[config.mk]
export PLATFORM = sky130hd
export DESIGN_NAME = program_loader_flat
export DESIGN_NICKNAME = d
export VERILOG_FILES = /design/src/rtl/cpu_pkg.sv /design/src/rtl/program_loader_if.sv /design/src/rtl/loader_checksum.sv /design/src/rtl/program_loader.sv /design/src/flat_wrapper.sv
export SDC_FILE = /design/constraint.sdc
export NUM_CORES = 1
export LEC_CHECK = 0
export ABC_AREA = 1
export BUFFER_PORTS_ARGS = -buffer_cell sky130_fd_sc_hd__buf_2
export CAP_MARGIN = 20
export CORE_ASPECT_RATIO = 1.2
export CORE_MARGIN = 2
export CORE_UTILIZATION = 50
export DETAILED_ROUTE_END_ITERATION = 8
export MAX_ROUTING_LAYER = met4
export PLACE_DENSITY = 0.75
export REMOVE_ABC_BUFFERS = 1
export SETUP_SLACK_MARGIN = 0.1
export SLEW_MARGIN = 20
export SYNTH_ARGS = -nofsm -noshare
export SYNTH_HDL_FRONTEND = slang
export SYNTH_SLANG_ARGS = --single-unit
[constraint.sdc]
create_clock -name clk -period 1.3 [get_ports clk]
set_clock_uncertainty 0.05 [all_clocks]
set_input_delay 0.13 -clock clk [delete_from_list [all_inputs] [get_ports clk]]
set_output_delay 0.13 -clock clk [all_outputs]
set_load 0.02 [all_outputs]
[src/rtl/cpu_pkg.sv]
// Shared CPU definitions: program-memory geometry, instruction byte order and
// the program loader's state encoding.
package cpu_pkg;

  localparam int PROG_MEM_BYTES   = 256;
  localparam int PROG_AW          = 8;

  // A 16-bit instruction at address a is stored low byte first.
  localparam int LOW_BYTE_OFFSET  = 0;
  localparam int HIGH_BYTE_OFFSET = 1;

  typedef enum logic [2:0] {
    LD_IDLE = 3'd0,
    LD_LEN  = 3'd1,
    LD_DATA = 3'd2,
    LD_CSUM = 3'd3,
    LD_DONE = 3'd4,
    LD_ERR  = 3'd5
  } loader_state_e;

  function automatic logic [7:0] csum_add(input logic [7:0] acc, input logic [7:0] b);
    return acc + b;
  endfunction

endpackage

[src/rtl/program_loader_if.sv]
// Byte stream valid/ready handshake between the download port (master) and
// the program loader (slave).
interface program_loader_if;

  logic [7:0] byte_in;
  logic       byte_valid;
  logic       byte_ready;

  modport master (output byte_in, output byte_valid, input byte_ready);
  modport slave  (input byte_in, input byte_valid, output byte_ready);

endinterface

[src/rtl/loader_checksum.sv]
// Modulo-256 running sum of the image bytes with clear, add and compare.
// Instantiated by program_loader only when PROGRAM_LOADER_CHECKSUM_EN is defined.
module loader_checksum
  import cpu_pkg::*;
(
  input  logic       clk,
  input  logic       rst_n,
  input  logic       clr,
  input  logic       add,
  input  logic [7:0] data,
  input  logic [7:0] cmp,
  output logic       match
);

  logic [7:0] sum_reg;

  always_ff @(posedge clk or negedge rst_n) begin
    if (!rst_n) begin
      sum_reg <= '0;
    end else if (clr) begin
      sum_reg <= '0;
    end else if (add) begin
      sum_reg <= csum_add(sum_reg, data);
    end
  end

  assign match = (sum_reg == cmp);

endmodule

[src/rtl/program_loader.sv]
// Streams a length-prefixed byte image into program memory while holding the CPU.
// Optional trailing checksum byte enabled by defining PROGRAM_LOADER_CHECKSUM_EN.
module program_loader
  import cpu_pkg::*;
#(
  parameter int MEM_AW = PROG_AW
) (
  input  logic              clk,
  input  logic              rst_n,
  input  logic              start,
  program_loader_if.slave   stream,
  output logic              mem_we,
  output logic [MEM_AW-1:0] mem_addr,
  output logic [7:0]        mem_wdata,
  output logic              cpu_hold,
  output logic              load_done,
  output logic              load_err
);

  loader_state_e     state_reg, state_next;
  logic [MEM_AW-1:0] addr_reg, addr_next;
  // One bit wider than the address so a full-memory image (N=0) is representable.
  logic [MEM_AW:0]   remain_reg, remain_next;
  logic              mem_we_reg, mem_we_next;
  logic [MEM_AW-1:0] mem_addr_reg, mem_addr_next;
  logic [7:0]        mem_wdata_reg, mem_wdata_next;
  logic [MEM_AW:0]   len_val;
  logic              accept;
  logic              csum_clr;
  logic              csum_add_en;

  assign accept = stream.byte_valid && stream.byte_ready;

`ifdef PROGRAM_LOADER_CHECKSUM_EN
  logic csum_match;

  loader_checksum u_checksum (
    .clk   (clk),
    .rst_n (rst_n),
    .clr   (csum_clr),
    .add   (csum_add_en),
    .data  (stream.byte_in),
    .cmp   (stream.byte_in),
    .match (csum_match)
  );
`endif

  always_comb begin
    len_val = (MEM_AW+1)'(stream.byte_in);
    if (len_val == '0) begin
      len_val = {1'b1, {MEM_AW{1'b0}}};
    end
  end

  always_ff @(posedge clk or negedge rst_n) begin
    if (!rst_n) begin
      state_reg     <= LD_IDLE;
      addr_reg      <= '0;
      remain_reg    <= '0;
      mem_we_reg    <= 1'b0;
      mem_addr_reg  <= '0;
      mem_wdata_reg <= '0;
    end else begin
      state_reg     <= state_next;
      addr_reg      <= addr_next;
      remain_reg    <= remain_next;
      mem_we_reg    <= mem_we_next;
      mem_addr_reg  <= mem_addr_next;
      mem_wdata_reg <= mem_wdata_next;
    end
  end

  always_comb begin
    state_next     = state_reg;
    addr_next      = addr_reg;
    remain_next    = remain_reg;
    mem_we_next    = 1'b0;
    mem_addr_next  = mem_addr_reg;
    mem_wdata_next = mem_wdata_reg;
    csum_clr       = 1'b0;
    csum_add_en    = 1'b0;

    case (state_reg)
      LD_IDLE, LD_DONE, LD_ERR: begin
        if (start) begin
          state_next = LD_LEN;
          addr_next  = '0;
          csum_clr   = 1'b1;
        end
      end
      LD_LEN: begin
        if (accept) begin
          remain_next = len_val;
          state_next  = LD_DATA;
        end
      end
      LD_DATA: begin
        if (accept) begin
          mem_we_next    = 1'b1;
          mem_addr_next  = addr_reg;
          mem_wdata_next = stream.byte_in;
          addr_next      = addr_reg + 1'b1;
          remain_next    = remain_reg - 1'b1;
          csum_add_en    = 1'b1;
          if (remain_reg == (MEM_AW+1)'(1)) begin
`ifdef PROGRAM_LOADER_CHECKSUM_EN
            state_next = LD_CSUM;
`else
            state_next = LD_DONE;
`endif
          end
        end
      end
`ifdef PROGRAM_LOADER_CHECKSUM_EN
      LD_CSUM: begin
        if (accept) begin
          state_next = csum_match ? LD_DONE : LD_ERR;
        end
      end
`endif
      default: state_next = LD_IDLE;
    endcase
  end

  assign stream.byte_ready = (state_reg == LD_LEN) || (state_reg == LD_DATA) ||
                             (state_reg == LD_CSUM);
  assign cpu_hold  = stream.byte_ready || (state_reg == LD_ERR);
  assign load_done = (state_reg == LD_DONE);
`ifdef PROGRAM_LOADER_CHECKSUM_EN
  assign load_err  = (state_reg == LD_ERR);
`else
  assign load_err  = 1'b0;
`endif

  assign mem_we    = mem_we_reg;
  assign mem_addr  = mem_addr_reg;
  assign mem_wdata = mem_wdata_reg;

endmodule

[src/flat_wrapper.sv]
// flat-port wrapper written by rule: the top's interface ports become plain ports
module program_loader_flat import cpu_pkg::*;
#(
  parameter int MEM_AW = PROG_AW
)
  (clk, rst_n, start, mem_we, mem_addr, mem_wdata, cpu_hold, load_done, load_err, stream_byte_in, stream_byte_valid, stream_byte_ready);
  program_loader_if stream_i ();
  input  logic clk;
  input  logic rst_n;
  input  logic start;
  output logic mem_we;
  output logic [MEM_AW-1:0] mem_addr;
  output logic [7:0] mem_wdata;
  output logic cpu_hold;
  output logic load_done;
  output logic load_err;
  input wire logic [$bits(stream_i.byte_in)-1:0] stream_byte_in;
  input wire logic [$bits(stream_i.byte_valid)-1:0] stream_byte_valid;
  output wire logic [$bits(stream_i.byte_ready)-1:0] stream_byte_ready;
  assign stream_i.byte_in = stream_byte_in;
  assign stream_i.byte_valid = stream_byte_valid;
  assign stream_byte_ready = stream_i.byte_ready;
  program_loader #(.MEM_AW(MEM_AW)) u_core (.clk(clk), .rst_n(rst_n), .start(start), .stream(stream_i), .mem_we(mem_we), .mem_addr(mem_addr), .mem_wdata(mem_wdata), .cpu_hold(cpu_hold), .load_done(load_done), .load_err(load_err));
endmodule
=== Word-level counts from Yosys, hierarchy flattened ===
Cells that the tools add are included.

* Latch bits: 0
* Bits in read-only memories: 0
* RAM bits: 0
* Register bits: 37
* Input bits: 12
* Word-level logic and storage cells: 45
* Memories kept: 0
* Output and inout port bits: 21

* Reduce and logical (&&, ||, !) cells: 13
* Multipliers: 0
* Shift operators: 0
* Divide/modulo/power cells: 0
* Magnitude comparators: 0
* Add/subtract/negate cells: 2
* Bitwise gates (word level): 0
* Eq/ne operators: 10
* Mux-type cells: 14

{| class="wikitable"
|+ Operators by type and width
! cell !! number
|-
| two-way mux 9 bit || 3
|-
| one-hot mux 9 bit (2 select lines) || 1
|-
| two-way mux 8 bit || 2
|-
| one-hot mux 8 bit (2 select lines) || 1
|-
| two-way mux 3 bit || 4
|-
| equality test 9 x 1 -> 1 bit (second input constant) || 1
|-
| one-hot mux 3 bit (3 select lines) || 1
|-
| subtractor 9 x 1 -> 9 bit (second input constant) || 1
|-
| adder 8 x 1 -> 8 bit (second input constant) || 1
|-
| zero test 8 bit || 1
|-
| equality test 3 x 2 -> 1 bit (second input constant) || 2
|-
| equality test 3 bit (second input constant) || 2
|-
| != test 2 x 1 -> 1 bit (second input constant) || 3
|-
| AND reduction 3 bit || 2
|-
| AND reduction 4 bit || 1
|-
| nonzero test 2 bit || 2
|-
| equality test 3 x 1 -> 1 bit (second input constant) || 1
|-
| zero test 3 bit || 1
|-
| logical OR 1 bit || 3
|-
| OR reduction 3 bit || 1
|-
| two-way mux 1 bit || 2
|-
| != test 2 bit (second input constant) || 1
|-
| AND reduction 2 bit || 1
|-
| logical AND 1 bit || 1
|}

=== Logic depth before layout (Yosys ltp) ===
* Depth after elaboration: 6
* Mapped depth: 9
* Mapped depth without buffers: 9

=== Worst setup path before layout ===
No wires, ideal clock.

* Path type: register to register
* Start point: register u_core.state_reg[0]
* End point: register u_core.remain_reg[1]
* Setup slack: 0.004 ns
* Buffers on the path: 1
* Arrival time: 1.120 ns
* Stages on the path, launching flop included: 8
* Setup time: 0.127 ns
* Data required time: 1.123 ns
* Clock period less this slack: 1.296 ns
* Path through: dfrtp_1 -> inv_2 -> nand3_4 -> inv_4 -> buf_2 -> nand2_1 -> o211ai_1 -> o21ai_1

* Longest elaborated chain between the ends: 6
* Elaborated cells on any way between the ends: 11
* Classes of those cells: eq/ne (5); mux (1); reduce/logical (5)

{| class="wikitable"
|+ Ends and longest elaborated chain
! element !! line !! source
|-
| start: declaration || program_loader.sv:20 || <nowiki>loader_state_e state_reg, state_next;</nowiki>
|-
| start signal: assignment || program_loader.sv:64 || <nowiki>state_reg <= state_next;</nowiki>
|-
| equality test 3 x 1 -> 1 bit / equality test 3 x 2 -> 1 bit (equally long branches) || program_loader.sv:83, program_loader.sv:125 ||
|-
| logical OR 1 bit (2 in series) || program_loader.sv:125 || <nowiki>assign stream.byte_ready = (state_reg == LD_LEN) || (state_reg == LD_DATA) ||</nowiki>
|-
| logical AND 1 bit || program_loader.sv:32 || <nowiki>assign accept = stream.byte_valid && stream.byte_ready;</nowiki>
|-
| != test 2 x 1 -> 1 bit (no source line) || - ||
|-
| AND reduction 3 bit (no source line) || - ||
|-
| end signal: assignment || program_loader.sv:66 || <nowiki>remain_reg <= remain_next;</nowiki>
|-
| end: declaration || program_loader.sv:23 || <nowiki>logic [MEM_AW:0] remain_reg, remain_next;</nowiki>
|}

Parallel ways exist; a longest one is shown, timed or not.
A chain may end at the register's enable or synchronous reset.

=== Worst setup path after layout ===
* Start point: register u_core.state_reg[0]
* End point: output load_done

* Longest elaborated chain between the ends: 1

{| class="wikitable"
|+ Ends and longest elaborated chain
! element !! line !! source
|-
| equality test 3 bit || program_loader.sv:128 || <nowiki>assign load_done = (state_reg == LD_DONE);</nowiki>
|-
| end: declaration || flat_wrapper.sv:15 || <nowiki>output logic load_done;</nowiki>
|}

No other way between the ends.

==> results.sh <==
export IMPL_synth_edf_count=0
export IMPL_yosys_cell_count_top_type="nand2_1"
export IMPL_final_cells=377
export IMPL_track_usage=0.2683
export IMPL_drv_cap=0
export IMPL_setup_viol=39
export IMPL_yosysWarnings=0
export IMPL_fillerInstances=261
export IMPL_largest_reg_flops=9
export IMPL_grt_pass1_vias=1919
export IMPL_grt_setup_unrepaired="yes"
export IMPL_grt_pass1_wl_microns=8314
export IMPL_synthTopCellsByCount="nand2_1, dfrtp_1, inv_1"
export IMPL_io_pins=33
export IMPL_cp_startpoint="u_core.state_reg[0]"
export IMPL_fmax_ghz=0.6602
export IMPL_pwr_density_cell_nw_per_um2=2179
export IMPL_port_buffers=31
export IMPL_cts_sinks=37
export IMPL_critPathMaxStageDelay_ns=0.42
export IMPL_min_from="stream_byte_in[1]"
export IMPL_violations="setup timing"
export IMPL_dp_slack_ns=-0.09297
export IMPL_yosysSeqAreaShare=0.4840
export IMPL_rr_startpoint="u_core.state_reg[0]"
export IMPL_design_area_sq_um=2744
export IMPL_peakVddDrop_mv=1.208
export IMPL_clkTransAtPathRegs_ns=0.08
export IMPL_ys_types=24
export IMPL_grt_overflow_total=0
export IMPL_netlist_instances=249
export IMPL_path_max_fanout=3
export IMPL_cp_common_cell="buf_4"
export IMPL_rows=24
export IMPL_grt_start_max_net_pins=38
export IMPL_hpwl_microns=3220
export IMPL_path_buf_inv=3
export IMPL_finalHoldViolations=0
export IMPL_synthArstFlopShare=1.000
export IMPL_cp_slowest_cell="dfrtp_1"
export IMPL_path_delay_family="buffers and inverters"
export IMPL_cts_tree="built"
export IMPL_routed_wl_microns=5751
export IMPL_clk_latency_ns=0.29
export IMPL_place_area_sq_um=2256
export IMPL_place_congestion=0.8593
export IMPL_core_region_area_sq_um=3664
export IMPL_htree_levels=2
export IMPL_die_area_sq_um=4339
export IMPL_final_antenna_net_count=0
export IMPL_wire_per_inst_microns=15.25
export IMPL_synth_area_leaders="dfrtp_1, nand2_1, o21ai_1, inv_1, nand3_1"
export IMPL_start_kind="flop"
export IMPL_die_h_microns=71.76
export IMPL_hold_class="input port to flop"
export IMPL_yosysTopAreaCellShare=0.4840
export IMPL_initial_core_util=0.5222
export IMPL_maxSlewViolCount=0
export IMPL_final_setup_tns_ns=-3.966
export IMPL_cts_max_path_buffers=2
export IMPL_antenna_found_initial=0
export IMPL_fin_nets=339
export IMPL_fin_ws_ns=-0.2146
export IMPL_synth_top_area_cell="dfrtp_1"
export IMPL_synthToLayoutAreaGrowth_pct=43.43
export IMPL_firstDrtPassIters=6
export IMPL_synth_flop_cell="dfrtp_1"
export IMPL_worstPathArrival_ns=1.33
export IMPL_path_class="flop to primary output"
export IMPL_min_period_over_period=1.165
export IMPL_placed_cells=347
export IMPL_ys_ff_latch=37
export IMPL_cp_cell_sequence="buf_4 -> buf_4 -> nor3_4 -> buf_6"
export IMPL_diodes=0
export IMPL_first_iter_violations=169
export IMPL_cts_buffers=5
export IMPL_layout_drive_gt1_share=0.3969
export IMPL_die_w_microns=60.47
export IMPL_vias_per_cell=5.361
export IMPL_cts_root_buf="clkbuf_8"
export IMPL_vias=2021
export IMPL_critPathRequiredTime_ns=1.12
export IMPL_period_needed_ns=1.515
export IMPL_drc=0
export IMPL_avgSynthCellArea_sq_um=7.683
export IMPL_p_leak_nw=1.371
export IMPL_run_status="finished, violations left"
export IMPL_netlist_area_sq_um=1913
export IMPL_fin_util=0.7490
export IMPL_endpoint_kind="primary output"
## power breakdown
part | internal [mW] | total, mW | leakage (nW) | switching [mW]
combinational | 1.43 | 3.42 | 0.846 | 1.98
sequential | 1.50 | 1.78 | 0.480 | 0.275
clock | 0.372 | 0.786 | 0.0450 | 0.414
total | 3.31 | 5.98 | 1.37 | 2.67
## what timing repair did
| action | 4_1_cts | 5_1_grt |
|---|---|---|
| pin swaps | 8 | 11 |
| cloned | 2 | 0 |
| gates resized for setup | 42 | 36 |
| setup endpoints to repair | 37 | 40 |
| endpoints found under the hold margin | 37 | 0 |
| hold buffers | 1 | 0 |
| setup buffers | 9 | 10 |
## metrics by stage
step                total power [mW]  hold WS, ns
global route                   6.358      0.05046
detailed placement             4.102       0.1482
global placement               4.032       0.1490
floorplan                      3.186      -0.2156
CTS                            5.432      0.04162
finish                         5.979      0.02562
## layout make-up
cell class | instances | area [sq um] | area share
clock buffers | 6 | 72.57 | 0.02645
inverters | 28 | 117.6 | 0.04286
repair buffers | 71 | 529.3 | 0.1929
repair inverters | 1 | 7.507 | 0.002736
clock inverters | 2 | 10.01 | 0.003648
flip-flops and latches | 37 | 927.1 | 0.3379
multi-input cells | 180 | 1015 | 0.3698
well taps | 52 | 65.06 | 0.02371
## worst register-to-register path, stage by stage (launching register included)
cell and delay, ns:
dfrtp_1 0.41, inv_2 0.09, buf_4 0.15, o21ai_4 0.17, nor2_2 0.06, inv_2 0.12
buf_4 0.14, nand4_1 0.12, nand2_1 0.11
## cells by family after synthesis
group,share of synthesized area
xor+xnor,0.01832
fa+ha+maj,0.01962
other cells,0.001960
flops,0.4840
buf+inv,0.07194
compound gates,0.1099
simple gates,0.2943
## per-layer routing
| layer | global-route usage | up-vias | wire, microns |
|---|---|---|---|
| met5 | - | - | 0 |
| met4 | 0.1329 | 0 | 244 |
| met3 | 0.05776 | 23 | 243 |
| met2 | 0.4589 | 68 | 3000 |
| met1 | 0.2857 | 984 | 2262 |
| li1 | - | 946 | - |
## path summary, 6_finish.rpt
kind,end,slack [ns],cells after the start
hold reg to reg,u_core.mem_wdata[1],0.42,2
max in group asynchronous,u_core.state_reg[1],0.47,3
min in group asynchronous,u_core.addr_reg[0],0.36,3
hold / removal,u_core.mem_wdata[1],0.03,3
setup / recovery,load_done,-0.21,4
setup reg to reg,u_core.state_reg[2],-0.18,8
## cell usage in the layout (no fill, tap or decap), types with 3 or more instances in the layout
master / synthesis / routed
nand2_1: 84 / 71
dfrtp_1: 37 / 36
buf_2: 4 / 28
buf_4: 1 / 26
o21ai_1: 19 / 21
inv_1: 22 / 18
nor2_1: 18 / 16
buf_6: 0 / 15
nand2_2: 3 / 14
nand3_1: 16 / 13
inv_2: 4 / 6
a21oi_2: 0 / 6
clkbuf_8: 0 / 5
o21ai_2: 0 / 4
nand4_1: 4 / 4
inv_4: 2 / 3
nand2_4: 2 / 3
nand3_2: 0 / 3
a21oi_1: 9 / 3
o21ai_0: 11 / 3
Note: power is estimated with default switching activity, not from simulation.
